===== src/rtl/sr_drive_ctrl.sv =====
`default_nettype none
// ============================================================================
// Module   : sr_drive_ctrl
// Purpose  : Front-end for an SR latch. Two raw asynchronous pushbuttons are
//            synchronised, debounced and rising-edge detected into one-deep
//            pending requests. A small FSM turns those requests into timed,
//            mutually exclusive s/r pulses with a forced idle gap afterwards.
//            Simultaneous set+reset requests are dropped and flagged.
// Ports    : clk      in  system clock, rising edge
//            rst      in  synchronous active-high reset
//            btn_set  in  raw set button (asynchronous, may bounce)
//            btn_rst  in  raw reset button (asynchronous, may bounce)
//            s        out registered set pulse to the latch
//            r        out registered reset pulse to the latch
//            busy     out high while a pulse or gap is in progress
//            conflict out one-cycle flag when set and reset requests collide
// Revision : 1.0 - initial release
// ============================================================================
module sr_drive_ctrl #(
   parameter int DEB_CYCLES   = 4,
   parameter int PULSE_CYCLES = 2,
   parameter int GAP_CYCLES   = 1
) (
   input  logic clk,
   input  logic rst,
   input  logic btn_set,
   input  logic btn_rst,
   output logic s,
   output logic r,
   output logic busy,
   output logic conflict
);

   // ------------------------------------------------------------------------
   // Derived constants
   // ------------------------------------------------------------------------
   localparam int DEB_W   = (DEB_CYCLES > 1) ? $clog2(DEB_CYCLES + 1) : 1;
   localparam int MAX_TIM = (PULSE_CYCLES > GAP_CYCLES) ? PULSE_CYCLES : GAP_CYCLES;
   localparam int TIM_W   = (MAX_TIM > 1) ? $clog2(MAX_TIM + 1) : 1;

   // Debounce count value at which the next mismatching edge flips the level.
   localparam logic [DEB_W-1:0] C_DEB_LAST   = DEB_W'(DEB_CYCLES - 1);
   // Down-counter load values: a phase of N cycles counts N-1 .. 0.
   localparam logic [TIM_W-1:0] C_PULSE_LOAD = TIM_W'(PULSE_CYCLES - 1);
   localparam logic [TIM_W-1:0] C_GAP_LOAD   = (GAP_CYCLES > 0) ? TIM_W'(GAP_CYCLES - 1) : '0;

   // ------------------------------------------------------------------------
   // Per-channel input path: channel 0 = set button, channel 1 = reset button
   // ------------------------------------------------------------------------
   logic [1:0] btn_raw;
   logic [1:0] btn_rise;

   assign btn_raw = {btn_rst, btn_set};

   for (genvar gi = 0; gi < 2; gi++) begin : g_chan
      logic             sync1_q,    sync1_d;
      logic             sync2_q,    sync2_d;
      logic             deb_q,      deb_d;
      logic             deb_prev_q, deb_prev_d;
      logic [DEB_W-1:0] cnt_q,      cnt_d;

      always_comb begin
         sync1_d    = btn_raw[gi];
         sync2_d    = sync1_q;
         deb_d      = deb_q;
         cnt_d      = '0;
         deb_prev_d = deb_q;

         // Count consecutive cycles where the synchronised input disagrees
         // with the debounced level; any agreement restarts the count.
         if (sync2_q != deb_q) begin
            if (cnt_q == C_DEB_LAST) begin
               deb_d = ~deb_q;
               cnt_d = '0;
            end else begin
               cnt_d = cnt_q + 1'b1;
            end
         end
      end

      always_ff @(posedge clk) begin
         if (rst) begin
            sync1_q    <= 1'b0;
            sync2_q    <= 1'b0;
            deb_q      <= 1'b0;
            deb_prev_q <= 1'b0;
            cnt_q      <= '0;
         end else begin
            sync1_q    <= sync1_d;
            sync2_q    <= sync2_d;
            deb_q      <= deb_d;
            deb_prev_q <= deb_prev_d;
            cnt_q      <= cnt_d;
         end
      end

      // Only a rising debounced level produces a request.
      assign btn_rise[gi] = deb_q & ~deb_prev_q;
   end

   // ------------------------------------------------------------------------
   // Pulse sequencer
   // ------------------------------------------------------------------------
   typedef enum logic [1:0] {
      ST_IDLE    = 2'd0,
      ST_PULSE_S = 2'd1,
      ST_PULSE_R = 2'd2,
      ST_GAP     = 2'd3
   } state_t;

   state_t           state_q,    state_d;
   logic [TIM_W-1:0] tim_q,      tim_d;
   logic             set_req_q,  set_req_d;
   logic             rst_req_q,  rst_req_d;
   logic             s_q,        s_d;
   logic             r_q,        r_d;
   logic             busy_q,     busy_d;
   logic             conflict_q, conflict_d;

   always_comb begin
      state_d    = state_q;
      tim_d      = tim_q;
      // One-deep requests: a rise while already pending is simply absorbed.
      set_req_d  = set_req_q | btn_rise[0];
      rst_req_d  = rst_req_q | btn_rise[1];
      conflict_d = 1'b0;

      case (state_q)
         ST_IDLE: begin
            if (set_req_q && rst_req_q) begin
               // Ambiguous intent: drop both and flag it, never drive the latch.
               set_req_d  = 1'b0;
               rst_req_d  = 1'b0;
               conflict_d = 1'b1;
            end else if (set_req_q) begin
               set_req_d = 1'b0;
               state_d   = ST_PULSE_S;
               tim_d     = C_PULSE_LOAD;
            end else if (rst_req_q) begin
               rst_req_d = 1'b0;
               state_d   = ST_PULSE_R;
               tim_d     = C_PULSE_LOAD;
            end
         end

         ST_PULSE_S, ST_PULSE_R: begin
            if (tim_q == '0) begin
               if (GAP_CYCLES > 0) begin
                  state_d = ST_GAP;
                  tim_d   = C_GAP_LOAD;
               end else begin
                  state_d = ST_IDLE;
               end
            end else begin
               tim_d = tim_q - 1'b1;
            end
         end

         ST_GAP: begin
            if (tim_q == '0) begin
               state_d = ST_IDLE;
            end else begin
               tim_d = tim_q - 1'b1;
            end
         end

         default: begin
            state_d = ST_IDLE;
         end
      endcase

      // Outputs are registered from the next state so they line up with it.
      s_d    = (state_d == ST_PULSE_S);
      r_d    = (state_d == ST_PULSE_R);
      busy_d = (state_d != ST_IDLE);
   end

   always_ff @(posedge clk) begin
      if (rst) begin
         state_q    <= ST_IDLE;
         tim_q      <= '0;
         set_req_q  <= 1'b0;
         rst_req_q  <= 1'b0;
         s_q        <= 1'b0;
         r_q        <= 1'b0;
         busy_q     <= 1'b0;
         conflict_q <= 1'b0;
      end else begin
         state_q    <= state_d;
         tim_q      <= tim_d;
         set_req_q  <= set_req_d;
         rst_req_q  <= rst_req_d;
         s_q        <= s_d;
         r_q        <= r_d;
         busy_q     <= busy_d;
         conflict_q <= conflict_d;
      end
   end

   assign s        = s_q;
   assign r        = r_q;
   assign busy     = busy_q;
   assign conflict = conflict_q;

endmodule
`default_nettype wire


===== config.mk =====
export PLATFORM = sky130hd
export DESIGN_NAME = sr_drive_ctrl
export DESIGN_NICKNAME = d
export VERILOG_FILES = /design/src/rtl/sr_drive_ctrl.sv
export SDC_FILE = /design/constraint.sdc
export NUM_CORES = 1
export LEC_CHECK = 0
export ABC_AREA = 1
export CAP_MARGIN = 10
export CORE_MARGIN = 2
export CORE_UTILIZATION = 55
export DETAILED_ROUTE_END_ITERATION = 6
export HOLD_SLACK_MARGIN = 0.06
export PLACE_DENSITY = 0.79
export SLEW_MARGIN = 20
export SYNTH_ARGS = -nofsm -noshare
export SYNTH_HDL_FRONTEND = slang
export SYNTH_SLANG_ARGS = --single-unit

===== constraint.sdc =====
create_clock -name clk -period 1.8 [get_ports clk]
set_clock_uncertainty 0.15 [all_clocks]
set_input_delay 0.36 -clock clk [delete_from_list [all_inputs] [get_ports clk]]
set_output_delay 0.36 -clock clk [all_outputs]
set_load 0.05 [all_outputs]

==> results.yml, run 1 <==
status:
  status: "completed"
setup_path:
  worstSetupPathType: "reg2reg"
  start_kind: "flip-flop"
  reg2reg_depth: 8
  crit_cells: 8
  critPathSlowestCell: "dfxtp_1"
  end_kind: "flip-flop"
  crit_chain: "inv_1, ha_1, inv_1, nand2_1, nand3_1, nand2_2, nand2_2, nand2_1"
  critPathTopFamily: "simple AND/OR/NAND/NOR gates"
  cp_data_required_time_ns: 1.87
  path_buf_inv: 2
  path_max_fanout: 4
  cp_data_arrival_time_ns: 1.54
  slowest_delay_ns: 0.35
cts:
  cts_root_buffer: "clkbuf_4"
  cts_resized: 0
  cts.sinks: 24
  clk-insertion-delay-late_ns: 0.31
  cts.path.max_buffers: 2
  cts_made_buffers: 3
  clk_pin_slew_worst_paths_ns: 0.12
  cts_tree: "built"
  cts_hold_buffers: 0
  postCtsSetupBuffers: 0
  h-tree-depth: 1
logic_synthesis:
  yosys.area.top_type: "dfxtp_1"
  synth-seq-cells: 24
  synth_area_leaders: "dfxtp_1 48%, ha_1 12%, inv_1 8.6%, nor2_1 6.7%, nand2_1 6.0%"
  syn_nets: 138
  syn-cell-area_sq_mm: 0.00100
  synth_cell_types: 17
  ys_seq_area_share_pct: 47.8
  syn_avg_cell_area_sq_um: 8.10
  syn_inst: 124
  synth_top_area_share_pct: 47.8
  ys_warn_count: 0
global_route:
  grt_pass1_vias: 676
  grt_start_max_net_pins: 14
  antenna_found_initial: 0
  grt.total_usage_pct: 16.3
  grt_pass1_wl_mm: 2.48
  grt_remaining_overflow: 0
drt:
  wl_per_cell_um: 9.82
  wl_mm: 1.57
  via_per_inst: 4.77
  num_vias: 763
  drt_first_iter_violations: 10
  route.detailed.drc: 0
  ant_nets: 0
  drt_first_pass_iters: 4
placed_design:
  io_buffers: 7
  gp_congestion: 0.741
  dp_hpwl_mm: 1.23
timing:
  slew_violations: 0
  finalSetupTns_ns: 0
  rsz0062_at_grt: "false"
  min_period_ns: 1.46
  post-route-period-util_pct: 81.2
  tightest_slew_ns: 0.270
  max_slew_margin_pct: 81.9
  max_freq_mhz: 684
  finalHoldViolations: 0
  report.final.setup_viol: 0
finish:
  antennaDiodeCount: 0
  fin_util_pct: 65.7
  drive_gt1_share_pct: 14.1
  final_common_cell: "dfxtp_1"
  layout_common_cells: "24 x dfxtp_1, 23 x inv_1, 18 x nor2_1"
  nFillCells: 153
  layout.nets: 150
  synthToLayoutAreaGrowth_pct: 13.0
min_path:
  hold_depth: 2
  hold_class: "reg2reg"
run:
  cap_viol_max_count: 0
power_and_ir_drop:
  power_density_mw_per_mm2: 743
  p_leak_nw: 0.545
  power_mw: 0.843
  vdd_ir_drop_max_mv: 0.609
floorplanning:
  initial_core_util_pct: 58.2
  die_y_um: 46.7
  die-area_sq_mm: 0.00218
  ios: 8
  core-area_sq_mm: 0.00173
  dieWidth_um: 46.7
  row_count: 15
[metal layers]
metal	vias to the layer above	routed length, um	global-route usage (%)
met5	-	0	0
met4	0	44	11.7
met3	5	31	2.31
met2	7	764	28.9
met1	342	731	17.7
li1	409	-	-
[tightest hold or removal path: cells and delay by family (launching register included)]
kind	cells	cell delay [ns]
and+or+nand+nor	1	0.03
DFF	1	0.32
buffers and inverters	1	0.04
[metrics by stage]
step                std cells  setup WS (ns)  hold WS (ns)  cell area [sq um]
floorplan                 124          0.486         0.238               1000
CTS                       160          0.342         0.263               1130
global placement          156          0.196         0.242               1100
finish                    160          0.339         0.262               1130
global route              160          0.234         0.279               1130
detailed placement        156          0.170         0.245               1100
[report_power, final]
group / internal, mW / leakage (nW) / switching, mW
combinational: 0.0114 / 0.330 / 0.0121
sequential: 0.537 / 0.194 / 0.00271
clock: 0.124 / 0.0210 / 0.157
[cells in the mapped netlist, drive strengths merged]
cell / count
ha: 10
nand3: 6
nand2: 20
inv: 26
a21oi: 8
o21ai: 5
dfxtp: 24
a32o: 1
nor2: 20
o211ai: 2
nor4: 1
buf: 1
[cell type report]
| type | instances | area (sq um) | area share (%) |
|---|---|---|---|
| clock buffer | 4 | 36.3 | 3.20 |
| inverter | 26 | 97.6 | 8.60 |
| multi-input combinational | 73 | 422 | 37.2 |
| sequential | 24 | 480 | 42.3 |
| tap | 25 | 31.3 | 2.76 |
| timing repair buffer | 8 | 67.6 | 5.95 |
[state kept, by name, indices dropped and copies added, names as in the netlist]
| signal | flops |
|---|---|
| conflict | 1 |
| state_q | 2 |
| g_chan.sync1_q | 2 |
| set_req_q | 1 |
| rst_req_q | 1 |
| g_chan.cnt_q | 6 |
| g_chan.deb_prev_q | 2 |
| r | 1 |
| g_chan.deb_prev_d | 2 |
| s | 1 |
| busy | 1 |
| tim_q | 2 |
| g_chan.sync2_q | 2 |
[cell families (layout without fill, tap and decap cells)]
kind of cell | Yosys count | after routing | synth area share (%)
and+or+nand+nor | 47 | 47 | 20.5
buffers and inverters | 27 | 38 | 10.2
DFF | 24 | 24 | 47.8
AOI/OAI and AO/OA | 16 | 16 | 8.97
adders and majority gates | 10 | 10 | 12.5
[final timing paths]
kind	from	endpoint	slack (ns)
worst max-delay path	state_q[0]	busy	0.34
worst min-delay path	g_chan[1].sync1_q	g_chan[1].sync2_q	0.26
worst max register to register	state_q[0]	busy	0.34
worst min register to register	g_chan[1].sync1_q	g_chan[1].sync2_q	0.26
Note: power is estimated with default switching activity, not from simulation.
==> run 2, diff against run 1 <==
==> constraint.sdc (replaced) <==
create_clock -name clk -period 1.4 [get_ports clk]
set_clock_uncertainty 0.15 [all_clocks]
set_input_delay 0.28 -clock clk [delete_from_list [all_inputs] [get_ports clk]]
set_output_delay 0.28 -clock clk [all_outputs]
set_load 0.05 [all_outputs]
==> run 2 against run 1 <==
- register-to-register slack got worse by 0.27 ns
- largest cell class unchanged
- count of clock-buffer cells in the layout shrank 1
- first-iteration DRC count is 50% lower
- combinational power grew 43%
- cell count grew 3.8%
- hold slack improved by 0.00077 ns
- via count grew 3.5%
==> results.yml, run 2 (synthesized netlist as in run 1, its figures left out) <==
finish:
  antennaDiodeCount: 0
  stdcell_count: 166
  top_register: "g_chan.cnt_q"
  drive_gt1_share_pct: 28.4
  largest_reg_flops: 6
  nFillCells: 131
  layout_common_cells: "20 x dfxtp_1, 19 x inv_1, 18 x nor2_1"
  synthToLayoutAreaGrowth_pct: 27.9
  layout.nets: 156
  final_common_cell: "dfxtp_1"
floorplanning:
  dieWidth_um: 46.7
  initial_core_util_pct: 58.2
  ios: 8
  core-area_sq_mm: 0.00173
  die-area_sq_mm: 0.00218
  die_y_um: 46.7
  row_count: 15
setup_path:
  start_kind: "flip-flop"
  cp_data_required_time_ns: 1.51
  path_max_fanout: 3
  worstSetupPathType: "reg2reg"
  end_kind: "flip-flop"
  cp_data_arrival_time_ns: 1.44
global_route:
  grt_pass1_wl_mm: 3.03
  grt_pass1_vias: 767
  grt_remaining_overflow: 0
  grt.total_usage_pct: 19.6
  antenna_found_initial: 0
  grt_start_max_net_pins: 15
drt:
  wl_mm: 1.89
  drt_first_iter_violations: 5
  ant_nets: 0
  num_vias: 790
  drt_first_pass_iters: 4
  wl_per_cell_um: 11.4
  route.detailed.drc: 0
  via_per_inst: 4.76
placed_design:
  dp_cells: 160
  gp_congestion: 0.751
  dp_hpwl_mm: 1.43
  dp_slack_ns: -0.129
  io_buffers: 7
status:
  status: "completed"
timing:
  report.final.setup_viol: 0
  tightest_slew_ns: 0.288
  max_slew_margin_pct: 80.7
  finalHoldViolations: 0
  post-route-period-util_pct: 95.3
  fin_ws_ns: 0.0660
  max_freq_mhz: 750
  hold_slack_ns: 0.263
  slew_violations: 0
  min_period_ns: 1.33
cts:
  cts_hold_buffers: 0
  cts_made_buffers: 3
  cts.path.max_buffers: 2
  clk_pin_slew_worst_paths_ns: 0.13
  cts_tree: "built"
  h-tree-depth: 1
  clk-insertion-delay-late_ns: 0.31
  cts_root_buffer: "clkbuf_4"
  cts.sinks: 24
run:
  cap_viol_max_count: 0
power_and_ir_drop:
  p_leak_nw: 0.589
  power_mw: 1.22
  vdd_ir_drop_max_mv: 0.815
  power_density_mw_per_mm2: 949
min_path:
  hold_class: "reg2reg"
[run 2: path summary, 6_finish.rpt]
| kind | depth (start not counted) | slack (ns) | end | start |
|---|---|---|---|---|
| worst min-delay path | 2 | 0.26 | g_chan[1].sync2_q | g_chan[1].sync1_q |
| worst min register to register | 2 | 0.26 | g_chan[1].sync2_q | g_chan[1].sync1_q |
| worst max-delay path | 8 | 0.07 | r | state_q[1] |
| worst max register to register | 8 | 0.07 | r | state_q[1] |
[run 2: layout make-up]
| class | instances | area (sq um) | area share (%) |
|---|---|---|---|
| Tap cell | 25 | 31.3 | 2.43 |
| Multi-Input combinational cell | 73 | 455 | 35.4 |
| Sequential cell | 24 | 485 | 37.8 |
| Clock buffer | 3 | 22.5 | 1.75 |
| Clock inverter | 1 | 30.0 | 2.34 |
| Timing Repair Buffer | 14 | 163 | 12.7 |
| Inverter | 26 | 97.6 | 7.59 |
[run 2: metal layers]
metal  global-route usage (%)  wire length, um
met5                        0                0
met3                     3.08               36
met1                     21.5              820
met2                     35.6              997
met4                     11.7               34
[run 2: timing repair]
| action | 4_1_cts | 5_1_grt |
|---|---|---|
| gates cloned | 0 | 0 |
| resized for setup | 4 | 11 |
| pin swaps | 0 | 3 |
| setup buffers | 0 | 2 |
| endpoints found under the setup margin | 5 | 6 |
[run 2: metrics by stage]
stage / utilization (%) / TNS [ns] / area, sq um
floorplan: - / 0 / 1000
global placement: 68.3 / -0.464 / 1180
detailed placement: 68.3 / -0.983 / 1180
CTS: 72.2 / 0 / 1250
global route: 74.4 / -0.0767 / 1280
finish: 74.4 / 0 / 1280
[run 2: worst max-delay path: stages, from the launching register on]
cell     delay, ns
dfxtp_2       0.36
inv_2         0.06
ha_4          0.27
inv_1         0.05
nand2_2       0.08
nand3_2       0.07
nand2_2       0.09
nand2_2       0.08
nor2_2        0.07
[run 2: report_power, final]
group          switching (mW)  internal (mW)
clock                   0.203          0.289
sequential            0.00380          0.690
combinational          0.0170         0.0167
total                   0.224          0.996
==> run 3, diff against run 2 <==
--- a/config.mk
+++ b/config.mk
@@ -8,10 +8,11 @@
 export ABC_AREA = 1
 export CAP_MARGIN = 10
 export CORE_MARGIN = 2
-export CORE_UTILIZATION = 55
+export CORE_UTILIZATION = 58
+export CTS_BUF_LIST = sky130_fd_sc_hd__clkbuf_8
 export DETAILED_ROUTE_END_ITERATION = 6
 export HOLD_SLACK_MARGIN = 0.06
-export PLACE_DENSITY = 0.79
+export PLACE_DENSITY = 0.82
 export SLEW_MARGIN = 20
 export SYNTH_ARGS = -nofsm -noshare
 export SYNTH_HDL_FRONTEND = slang
==> run 3 against run 2 <==
- critical path depth stayed put
- setup slack lost 0.0097 ns
- flip-flop and latch count did not move
- sequential power about the same
- die area down 4.7%
- cell area decreased by 1.6%
- routed wire length fell by 3.7%
==> results.yml, run 3 (synthesized netlist as in run 1, its figures left out) <==
setup_path:
  start_kind: "flip-flop"
  end_kind: "flip-flop"
  worstSetupPathType: "reg2reg"
  cp_data_required_time_ns: 1.46
  cp_data_arrival_time_ns: 1.40
  path_max_fanout: 5
cts:
  cts_made_buffers: 3
  clk-insertion-delay-late_ns: 0.26
  cts.sinks: 24
  cts_root_buffer: "clkbuf_8"
  cts_tree: "built"
  h-tree-depth: 1
  postCtsSetupBuffers: 0
  clk_pin_slew_worst_paths_ns: 0.08
  cts.path.max_buffers: 2
drt:
  via_per_inst: 4.97
  drt_first_pass_iters: 4
  wl_mm: 1.82
  num_vias: 771
  ant_nets: 0
  drt_first_iter_violations: 15
  wl_per_cell_um: 11.7
  route.detailed.drc: 0
run:
  cap_viol_max_count: 0
power_and_ir_drop:
  vdd_ir_drop_max_mv: 0.973
  power_density_mw_per_mm2: 933
  p_leak_nw: 0.585
  power_mw: 1.18
timing:
  slew_violations: 0
  min_period_ns: 1.34
  tightest_slew_ns: 0.286
  finalHoldViolations: 0
  max_slew_margin_pct: 80.8
  post-route-period-util_pct: 96.0
  max_freq_mhz: 744
  finalSetupTns_ns: 0
  report.final.setup_viol: 0
floorplanning:
  die_y_um: 45.6
  die-area_sq_mm: 0.00208
  initial_core_util_pct: 60.1
  core-area_sq_mm: 0.00167
  dieWidth_um: 45.6
  row_count: 15
  ios: 8
finish:
  layout.nets: 153
  antennaDiodeCount: 0
  nFillCells: 120
  seq_area_sq_um: 485
  synthToLayoutAreaGrowth_pct: 25.9
  drive_gt1_share_pct: 26.8
  final_common_cell: "dfxtp_1"
  top_register: "g_chan.cnt_q"
  largest_reg_flops: 6
  layout_common_cells: "20 x dfxtp_1, 19 x inv_1, 18 x nor2_1"
  stdcell_count: 155
  multi_input_area_sq_um: 460
status:
  status: "completed"
placed_design:
  dp_hpwl_mm: 1.39
  dp_cells: 151
  io_buffers: 7
  gp_congestion: 0.758
global_route:
  antenna_found_initial: 0
  grt_pass1_wl_mm: 2.87
  grt_start_max_net_pins: 14
  grt_pass1_vias: 734
  grt.total_usage_pct: 19.5
  grt_remaining_overflow: 0
min_path:
  hold_class: "reg2reg"
==> run 3: final timing paths <==
kind,cells after the start,endpoint,slack [ns],start
worst max-delay path,8,s,0.06,state_q[1]
worst min-delay path,2,g_chan[1].sync2_q,0.26,g_chan[1].sync1_q
worst max register to register,8,s,0.06,state_q[1]
worst min register to register,2,g_chan[1].sync2_q,0.26,g_chan[1].sync1_q
==> run 3: power by group <==
| part | internal (mW) | switching (mW) |
|---|---|---|
| sequential | 0.689 | 0.00346 |
| clock | 0.251 | 0.204 |
| combinational | 0.0166 | 0.0165 |
==> run 3: stage by stage <==
step	hold WS, ns	worst slack [ns]	util (%)	cell area [sq um]
final	0.258	0.0562	75.7	1260
after global routing	0.286	-0.0175	75.7	1260
after CTS	0.264	0.00834	73.6	1230
after detailed placement	0.253	-0.136	69.5	1160
after floorplan	0.237	0.0864	-	1000
after global placement	0.245	-0.108	69.5	1160
==> run 3: per-layer routing <==
layer,routed length [um],part of all wire (%),vias up,track usage (%)
li1,-,-,406,-
met1,751,41,345,21.1
met2,969,53,12,36.1
met3,46,2.5,8,3.57
met4,52,2.9,0,8.82
met5,0,0,-,0
==> run 3: repair_timing <==
item                       4_1_cts  5_1_grt
setup endpoints to repair        5        6
hold buffers                     0        0
gates resized for setup          3       15
pin swaps                        0        2
==> run 3: final cells by class <==
| class | count | share of cell area, % |
|---|---|---|
| timing repair buffer | 11 | 11.1 |
| clock buffer | 4 | 4.35 |
| multi-input combinational | 73 | 36.4 |
| inverter | 26 | 8.11 |
| tap | 17 | 1.68 |
| sequential | 24 | 38.4 |
==> run 3: critical path, stage by stage (launching register included) <==
cell     delay (ns)
dfxtp_2        0.34
inv_4          0.07
ha_2           0.18
inv_2          0.07
a21oi_1        0.14
nand2_1        0.09
nand2_2        0.09
nand2_2        0.07
nor2_2         0.08
